===== src/rtl/mdio_c45_responder.sv =====
// Clause-45 MDIO responder: oversamples MDC/MDIO on REFCLK, decodes ADDRESS/WRITE/READ/PRI
// frames and serves a small register file back on MDIO.
//
// state   | meaning
// --------|------------------------------------------------------------
// S_IDLE  | counting preamble 1s; a 0 after a full preamble is ST bit 1
// S_ST    | expecting ST bit 2 (0 = Clause 45, 1 = Clause 22 -> ignore)
// S_OP    | shifting the 2 opcode bits
// S_PRTAD | shifting the 5 port-address bits
// S_DEVAD | shifting the 5 device-address bits; read word captured at end
// S_TA    | turnaround; checked on writes, driven 0 on matched reads
// S_DATA  | 16 data bits; reads linger until the trailing MDC fall
module mdio_c45_responder #(
    parameter logic [4:0] PHY_ADDR     = 5'h01,
    parameter logic [4:0] DEV_ADDR     = 5'h04,
    parameter int         NREG         = 16,
    parameter int         PREAMBLE_MIN = 32
) (
    input  logic        REFCLK,
    input  logic        async_reset,
    input  logic        mdc,
    input  logic        mdio_i,
    output logic        mdio_o,
    output logic        mdio_oe,
    output logic        reg_wr,
    output logic [15:0] reg_wr_addr,
    output logic [15:0] reg_wr_data,
    output logic [15:0] addr_reg,
    output logic        frame_err
);

    localparam int AW = (NREG > 1) ? $clog2(NREG) : 1;
    localparam int PW = $clog2(PREAMBLE_MIN + 1);
    localparam logic [PW-1:0] PRE_MAX = PW'(PREAMBLE_MIN);

    typedef enum logic [2:0] {
        S_IDLE, S_ST, S_OP, S_PRTAD, S_DEVAD, S_TA, S_DATA
    } state_t;

    state_t         state_q, state_d;
    logic [2:0]     mdc_s_q, mdc_s_d;
    logic [1:0]     mdio_s_q, mdio_s_d;
    logic [PW-1:0]  pre_cnt_q, pre_cnt_d;
    logic [4:0]     bit_cnt_q, bit_cnt_d;
    logic [15:0]    shift_q, shift_d;
    logic [1:0]     op_q, op_d;
    logic [4:0]     prtad_q, prtad_d;
    logic           match_q, match_d;
    logic           ta_err_q, ta_err_d;
    logic [15:0]    rd_word_q, rd_word_d;
    logic [15:0]    addr_reg_q, addr_reg_d;
    logic [15:0]    regs_q [NREG];
    logic [15:0]    regs_d [NREG];
    logic           reg_wr_q, reg_wr_d;
    logic [15:0]    reg_wr_addr_q, reg_wr_addr_d;
    logic [15:0]    reg_wr_data_q, reg_wr_data_d;
    logic           frame_err_q, frame_err_d;
    logic           mdio_o_q, mdio_o_d;
    logic           mdio_oe_q, mdio_oe_d;

    logic           mdc_rise, mdc_fall, bit_in, addr_ok;
    logic [15:0]    data_word;

    assign mdc_rise = mdc_s_q[1] & ~mdc_s_q[2];
    assign mdc_fall = ~mdc_s_q[1] & mdc_s_q[2];
    assign bit_in   = mdio_s_q[1];

    always_ff @(posedge REFCLK or negedge async_reset) begin
        if (!async_reset) begin
            state_q       <= S_IDLE;
            mdc_s_q       <= '0;
            mdio_s_q      <= '0;
            pre_cnt_q     <= '0;
            bit_cnt_q     <= '0;
            shift_q       <= '0;
            op_q          <= '0;
            prtad_q       <= '0;
            match_q       <= 1'b0;
            ta_err_q      <= 1'b0;
            rd_word_q     <= '0;
            addr_reg_q    <= '0;
            regs_q        <= '{default: '0};
            reg_wr_q      <= 1'b0;
            reg_wr_addr_q <= '0;
            reg_wr_data_q <= '0;
            frame_err_q   <= 1'b0;
            mdio_o_q      <= 1'b1;
            mdio_oe_q     <= 1'b0;
        end else begin
            state_q       <= state_d;
            mdc_s_q       <= mdc_s_d;
            mdio_s_q      <= mdio_s_d;
            pre_cnt_q     <= pre_cnt_d;
            bit_cnt_q     <= bit_cnt_d;
            shift_q       <= shift_d;
            op_q          <= op_d;
            prtad_q       <= prtad_d;
            match_q       <= match_d;
            ta_err_q      <= ta_err_d;
            rd_word_q     <= rd_word_d;
            addr_reg_q    <= addr_reg_d;
            regs_q        <= regs_d;
            reg_wr_q      <= reg_wr_d;
            reg_wr_addr_q <= reg_wr_addr_d;
            reg_wr_data_q <= reg_wr_data_d;
            frame_err_q   <= frame_err_d;
            mdio_o_q      <= mdio_o_d;
            mdio_oe_q     <= mdio_oe_d;
        end
    end

    always_comb begin
        mdc_s_d       = {mdc_s_q[1:0], mdc};
        mdio_s_d      = {mdio_s_q[0], mdio_i};
        state_d       = state_q;
        pre_cnt_d     = pre_cnt_q;
        bit_cnt_d     = bit_cnt_q;
        shift_d       = shift_q;
        op_d          = op_q;
        prtad_d       = prtad_q;
        match_d       = match_q;
        ta_err_d      = ta_err_q;
        rd_word_d     = rd_word_q;
        addr_reg_d    = addr_reg_q;
        regs_d        = regs_q;
        reg_wr_d      = 1'b0;
        reg_wr_addr_d = reg_wr_addr_q;
        reg_wr_data_d = reg_wr_data_q;
        frame_err_d   = 1'b0;
        mdio_o_d      = mdio_o_q;
        mdio_oe_d     = mdio_oe_q;
        data_word     = {shift_q[14:0], bit_in};
        addr_ok       = (addr_reg_q < 16'(NREG));

        if (mdc_rise) begin
            shift_d = data_word;
            unique case (state_q)
                S_IDLE: begin
                    if (bit_in) begin
                        if (pre_cnt_q != PRE_MAX) pre_cnt_d = pre_cnt_q + 1'b1;
                    end else begin
                        if (pre_cnt_q == PRE_MAX) state_d = S_ST;
                        pre_cnt_d = '0;
                    end
                end
                S_ST: begin
                    bit_cnt_d = '0;
                    state_d   = bit_in ? S_IDLE : S_OP;
                end
                S_OP: begin
                    bit_cnt_d = bit_cnt_q + 5'd1;
                    if (bit_cnt_q == 5'd1) begin
                        op_d      = data_word[1:0];
                        bit_cnt_d = '0;
                        state_d   = S_PRTAD;
                    end
                end
                S_PRTAD: begin
                    bit_cnt_d = bit_cnt_q + 5'd1;
                    if (bit_cnt_q == 5'd4) begin
                        prtad_d   = data_word[4:0];
                        bit_cnt_d = '0;
                        state_d   = S_DEVAD;
                    end
                end
                S_DEVAD: begin
                    bit_cnt_d = bit_cnt_q + 5'd1;
                    if (bit_cnt_q == 5'd4) begin
                        match_d   = (prtad_q == PHY_ADDR) && (data_word[4:0] == DEV_ADDR);
                        rd_word_d = addr_ok ? regs_q[addr_reg_q[AW-1:0]] : 16'hFFFF;
                        ta_err_d  = 1'b0;
                        bit_cnt_d = '0;
                        state_d   = S_TA;
                    end
                end
                S_TA: begin
                    bit_cnt_d = bit_cnt_q + 5'd1;
                    // station-driven turnaround must read 1 then 0
                    if (!op_q[1] && (bit_in != (bit_cnt_q == 5'd0))) ta_err_d = 1'b1;
                    if (bit_cnt_q == 5'd1) begin
                        frame_err_d = ta_err_d;
                        bit_cnt_d   = '0;
                        state_d     = S_DATA;
                    end
                end
                S_DATA: begin
                    if (!bit_cnt_q[4]) bit_cnt_d = bit_cnt_q + 5'd1;
                    if (bit_cnt_q == 5'd15) begin
                        if (match_q && !ta_err_q) begin
                            unique case (op_q)
                                2'b00: addr_reg_d = data_word;
                                2'b01: if (addr_ok) begin
                                    regs_d[addr_reg_q[AW-1:0]] = data_word;
                                    reg_wr_d      = 1'b1;
                                    reg_wr_addr_d = addr_reg_q;
                                    reg_wr_data_d = data_word;
                                end
                                2'b10: addr_reg_d = addr_reg_q + 16'd1;
                                default: ;
                            endcase
                        end
                        if (!op_q[1]) begin
                            bit_cnt_d = '0;
                            state_d   = S_IDLE;
                        end
                    end
                end
                default: state_d = S_IDLE;
            endcase
        end else if (mdc_fall) begin
            if (state_q == S_TA && bit_cnt_q == 5'd1 && op_q[1] && match_q) begin
                mdio_oe_d = 1'b1;
                mdio_o_d  = 1'b0;
            end else if (state_q == S_DATA) begin
                // bit_cnt[4] set means all 16 read bits have been sampled
                if (bit_cnt_q[4]) begin
                    mdio_oe_d = 1'b0;
                    mdio_o_d  = 1'b1;
                    bit_cnt_d = '0;
                    pre_cnt_d = '0;
                    state_d   = S_IDLE;
                end else if (op_q[1] && match_q) begin
                    mdio_o_d  = rd_word_q[15];
                    rd_word_d = {rd_word_q[14:0], 1'b0};
                end
            end
        end
    end

    assign mdio_o      = mdio_o_q;
    assign mdio_oe     = mdio_oe_q;
    assign reg_wr      = reg_wr_q;
    assign reg_wr_addr = reg_wr_addr_q;
    assign reg_wr_data = reg_wr_data_q;
    assign addr_reg    = addr_reg_q;
    assign frame_err   = frame_err_q;

endmodule


===== config.mk =====
export PLATFORM = sky130hd
export DESIGN_NAME = mdio_c45_responder
export DESIGN_NICKNAME = d
export VERILOG_FILES = /design/src/rtl/mdio_c45_responder.sv
export SDC_FILE = /design/constraint.sdc
export NUM_CORES = 1
export LEC_CHECK = 0
export BUFFER_PORTS_ARGS = -buffer_cell sky130_fd_sc_hd__buf_2
export CELL_PAD_IN_SITES_DETAIL_PLACEMENT = 1
export CELL_PAD_IN_SITES_GLOBAL_PLACEMENT = 2
export CORE_MARGIN = 3
export CORE_UTILIZATION = 49
export DETAILED_ROUTE_END_ITERATION = 8
export PLACE_DENSITY = 0.83
export SLEW_MARGIN = 30
export SYNTH_ARGS = -nofsm -noshare
export SYNTH_HDL_FRONTEND = slang
export SYNTH_SLANG_ARGS = --single-unit

===== constraint.sdc =====
create_clock -name REFCLK -period 4.14 [get_ports REFCLK]
set_input_delay 0.621 -clock REFCLK [delete_from_list [all_inputs] [get_ports REFCLK]]
set_output_delay 0.621 -clock REFCLK [all_outputs]
set_load 0.03 [all_outputs]

==> impl_results.md <==
* Antenna Violating Nets Remaining at 0
* First-pass GRT wire length at 71.8 mm
* Outcome: complete, no violations
* Startpoint Class: flop
* Top reg by flops: regs_q
* GRT Total Usage at 24.2%
* Final non-filler cell total at 1760
* Drt pass-1 iters at 5
* Via count at 10600
* DR iter-0 viols at 607
* DR WL met3 at 1.96 mm
* Worst hold path type: in2async
* Placed cell count at 1688
* Fin Setup TNS at 0 ns
* Critical path class: reg2reg
* Pre-CTS setup slack at 0.807 ns
* Hold_buf cts at 0
* Final hold violations at 0
* Post-cts sizing count at 0
* Fin crit share at 81.1%
* Starting Density at 50.3%
* Largest family of logic cells by synthesized area: multiplexers
* Pin count of the biggest net entering global routing at 105
* Clock Latency Late Sink at 0.55 ns
* Most frequent cells after synthesis: dfrtp_1, mux2_2, mux2_4
* Post-Syn Instances at 1271
* CTS root buffer: clkbuf_16
* Final worst slack at 0.784 ns
* Worst Path Arrival at 3.78 ns
* ANT cells at 0
* Fin Hold WS at 0.120 ns
* Slew @ Worst Pin at 0.940 ns
* Reg2reg end: regs_q[74]$_DFFE_PN0P_
* Met1 WL at 20.4 mm
* CTS H-tree lvls at 2
* Antenna violations before repair at 1
* Crit-path max FO at 25
* Synth area leaders: dfrtp_1, mux2_4, mux2_2
* Count leader, synth: dfrtp_1
* CP Capture Type: flop
* Peak VDD IR at 461 uV
* Share of the synthesized area in the top cell type at 52.1%
* Io pins at 56
* DPL Wire Length at 26.3 mm
* Die height at 195 um
* Post-Synth Simple-Gate Area at 7.70%
* Fmax at 0.298 GHz
* Mux share of post-synthesis cell area at 30.1%
* Fin crit period at 3.36 ns
* Synth Cell Area at 17600 um^2
* Worst R2R Start: bit_cnt_q[0]$_DFFE_PN0P_
* Clk sinks at 367
* CTS buffer count at 41
* Die ar. at 38200 um^2
* Worst Path Required at 4.57 ns
* Setup violations, final at 0
* Post-Synth Adder-Cell Area at 0.925%
* Max layer used: met4
* Layout Skew at 0.0110 ns
* Synth Area in XOR/XNOR at 0.0498%
* DR WL met2 at 21.7 mm
* Max_cap viols at 0
* Vias/cell at 6.05
* CTS max path bufs at 3
* Area grow syn2layout at 10.9%
* Reg2Reg Depth at 11
* Clk slew on worst S/H paths at 0.06 ns
* Compound-Gate Fraction of Synth Area at 5.38%
* Die Wd at 195 um
* Port Buffer Count at 55
* Yosys cell types at 67
* Slew margin rel. at 37.3%
* Total wire length at 45.1 mm
* FP Rows at 68
* CORE AREA at 35000 um^2
* Total Power at 8.19 mW
* Yosys reg bits at 367
* Layout cell share with drive strength beyond 1 at 39.2%
* Post-Synthesis Net Count at 1288
* # nets final at 1293
* DR DRC count at 0
* Vias in the first global route at 11900
* Routed len/inst at 25.6 um
* Number of synthesized flops with an enable pin at 0
* Slew Limit Fails at 0
* Setup repair bufs after CTS at 0
* Number of flip-flops in the largest register at 256
* Seq/Total Area, Yosys at 52.2%
* TritonCTS clock tree: built
* Gpl congestion at 0.773
* R2r setup slk at 0.78 ns
* Unrepaired setup endpoints after global routing: false
* Synth Area per Inst at 13.8 um^2
* Synth warnings at 0
* Pleak at 9.77 nW
* PD cells at 420 nW/um^2
* Grt total ovfl at 0
* Async S/R FF share, synth at 100%
* Top FF cell, synth: dfrtp_1
* Cell taking the most area after synthesis: dfrtp_1
==> kinds of logic (layout without fill, tap and decap cells) <==
group | count (synthesis) | count (layout)
AND/OR/NAND/NOR | 236 | 236
XOR/XNOR | 1 | 1
flip-flops | 367 | 367
buffers and inverters | 132 | 166
AO/OA/AOI/OAI | 152 | 152
multiplexers | 370 | 370
adder cells (fa/ha/maj) | 13 | 13
==> layout by cell type, fill, tap and decap left out, types with 5 or more instances in the layout <==
master and count:
mux2i_1 30, a21oi_1 53, buf_4 17, clkinv_2 9, and3b_1 5, clkbuf_1 5, mux2_4 120, clkbuf_8 6
a31oi_1 7, nor2_1 44, clkbuf_16 43, dfrtp_1 364, nand2_1 81, o21ai_0 41, nand4_1 11, a22o_1 15
nand3_4 12, inv_1 18, bufinv_16 6, nand3_1 11, mux4_2 63, mux2_2 157, nor3_1 8, buf_2 54
ha_1 12, and2_1 17
==> worst max-delay path, cell delays in order, from the launching register on <==
cell	delay (ns)
dfrtp_1	0.40
ha_1	0.22
nand3_1	0.12
inv_1	0.08
ha_1	0.15
nand4b_1	0.20
nor2_1	0.18
nand4b_2	0.14
clkinv_2	0.43
buf_4	0.35
nand3_4	0.45
mux2_4	0.47
==> metal layers <==
metal	vias to the layer above	track usage (%)
li1	4633	-
met1	5730	33.5
met4	0	6.18
met3	72	4.16
met5	-	0
met2	211	40.0
==> area by class of cell <==
cell class,count,area [um^2]
clock inverter,18,253
clock buffer,54,1180
sequential,367,9190
inverter,20,78.8
timing repair buffer,74,453
tap,455,569
multi-input combinational,772,7790
fill,3335,15500
==> per-stage QoR <==
step / instance area, um^2 / util [%]
global placement: 18100 / 51.7
floorplan: 17600 / -
detailed placement: 18100 / 51.7
finish: 19500 / 55.8
global route: 19500 / 55.8
CTS: 19500 / 55.8
==> worst max path at each step <==
stage	start	endpoint	slack, ns	cells past startpoint
6_report	bit_cnt_q[0]$_DFFE_PN0P_	regs_q[74]$_DFFE_PN0P_	0.78	11
5_1_grt	bit_cnt_q[0]$_DFFE_PN0P_	regs_q[69]$_DFFE_PN0P_	0.62	11
4_1_cts	bit_cnt_q[0]$_DFFE_PN0P_	regs_q[215]$_DFFE_PN0P_	0.79	10
3_5_place_dp	bit_cnt_q[0]$_DFFE_PN0P_	regs_q[212]$_DFFE_PN0P_	0.81	10
3_3_place_gp	bit_cnt_q[0]$_DFFE_PN0P_	regs_q[77]$_DFFE_PN0P_	0.94	11
2_1_floorplan	addr_reg[1]$_DFFE_PN0P_	regs_q[182]$_DFFE_PN0P_	1.46	8
==> power breakdown <==
group | internal (mW) | switching, mW
Clock | 2.37 | 1.48
Combinational | 0.124 | 0.148
Sequential | 3.64 | 0.420
(Power assumes the default switching activity.)
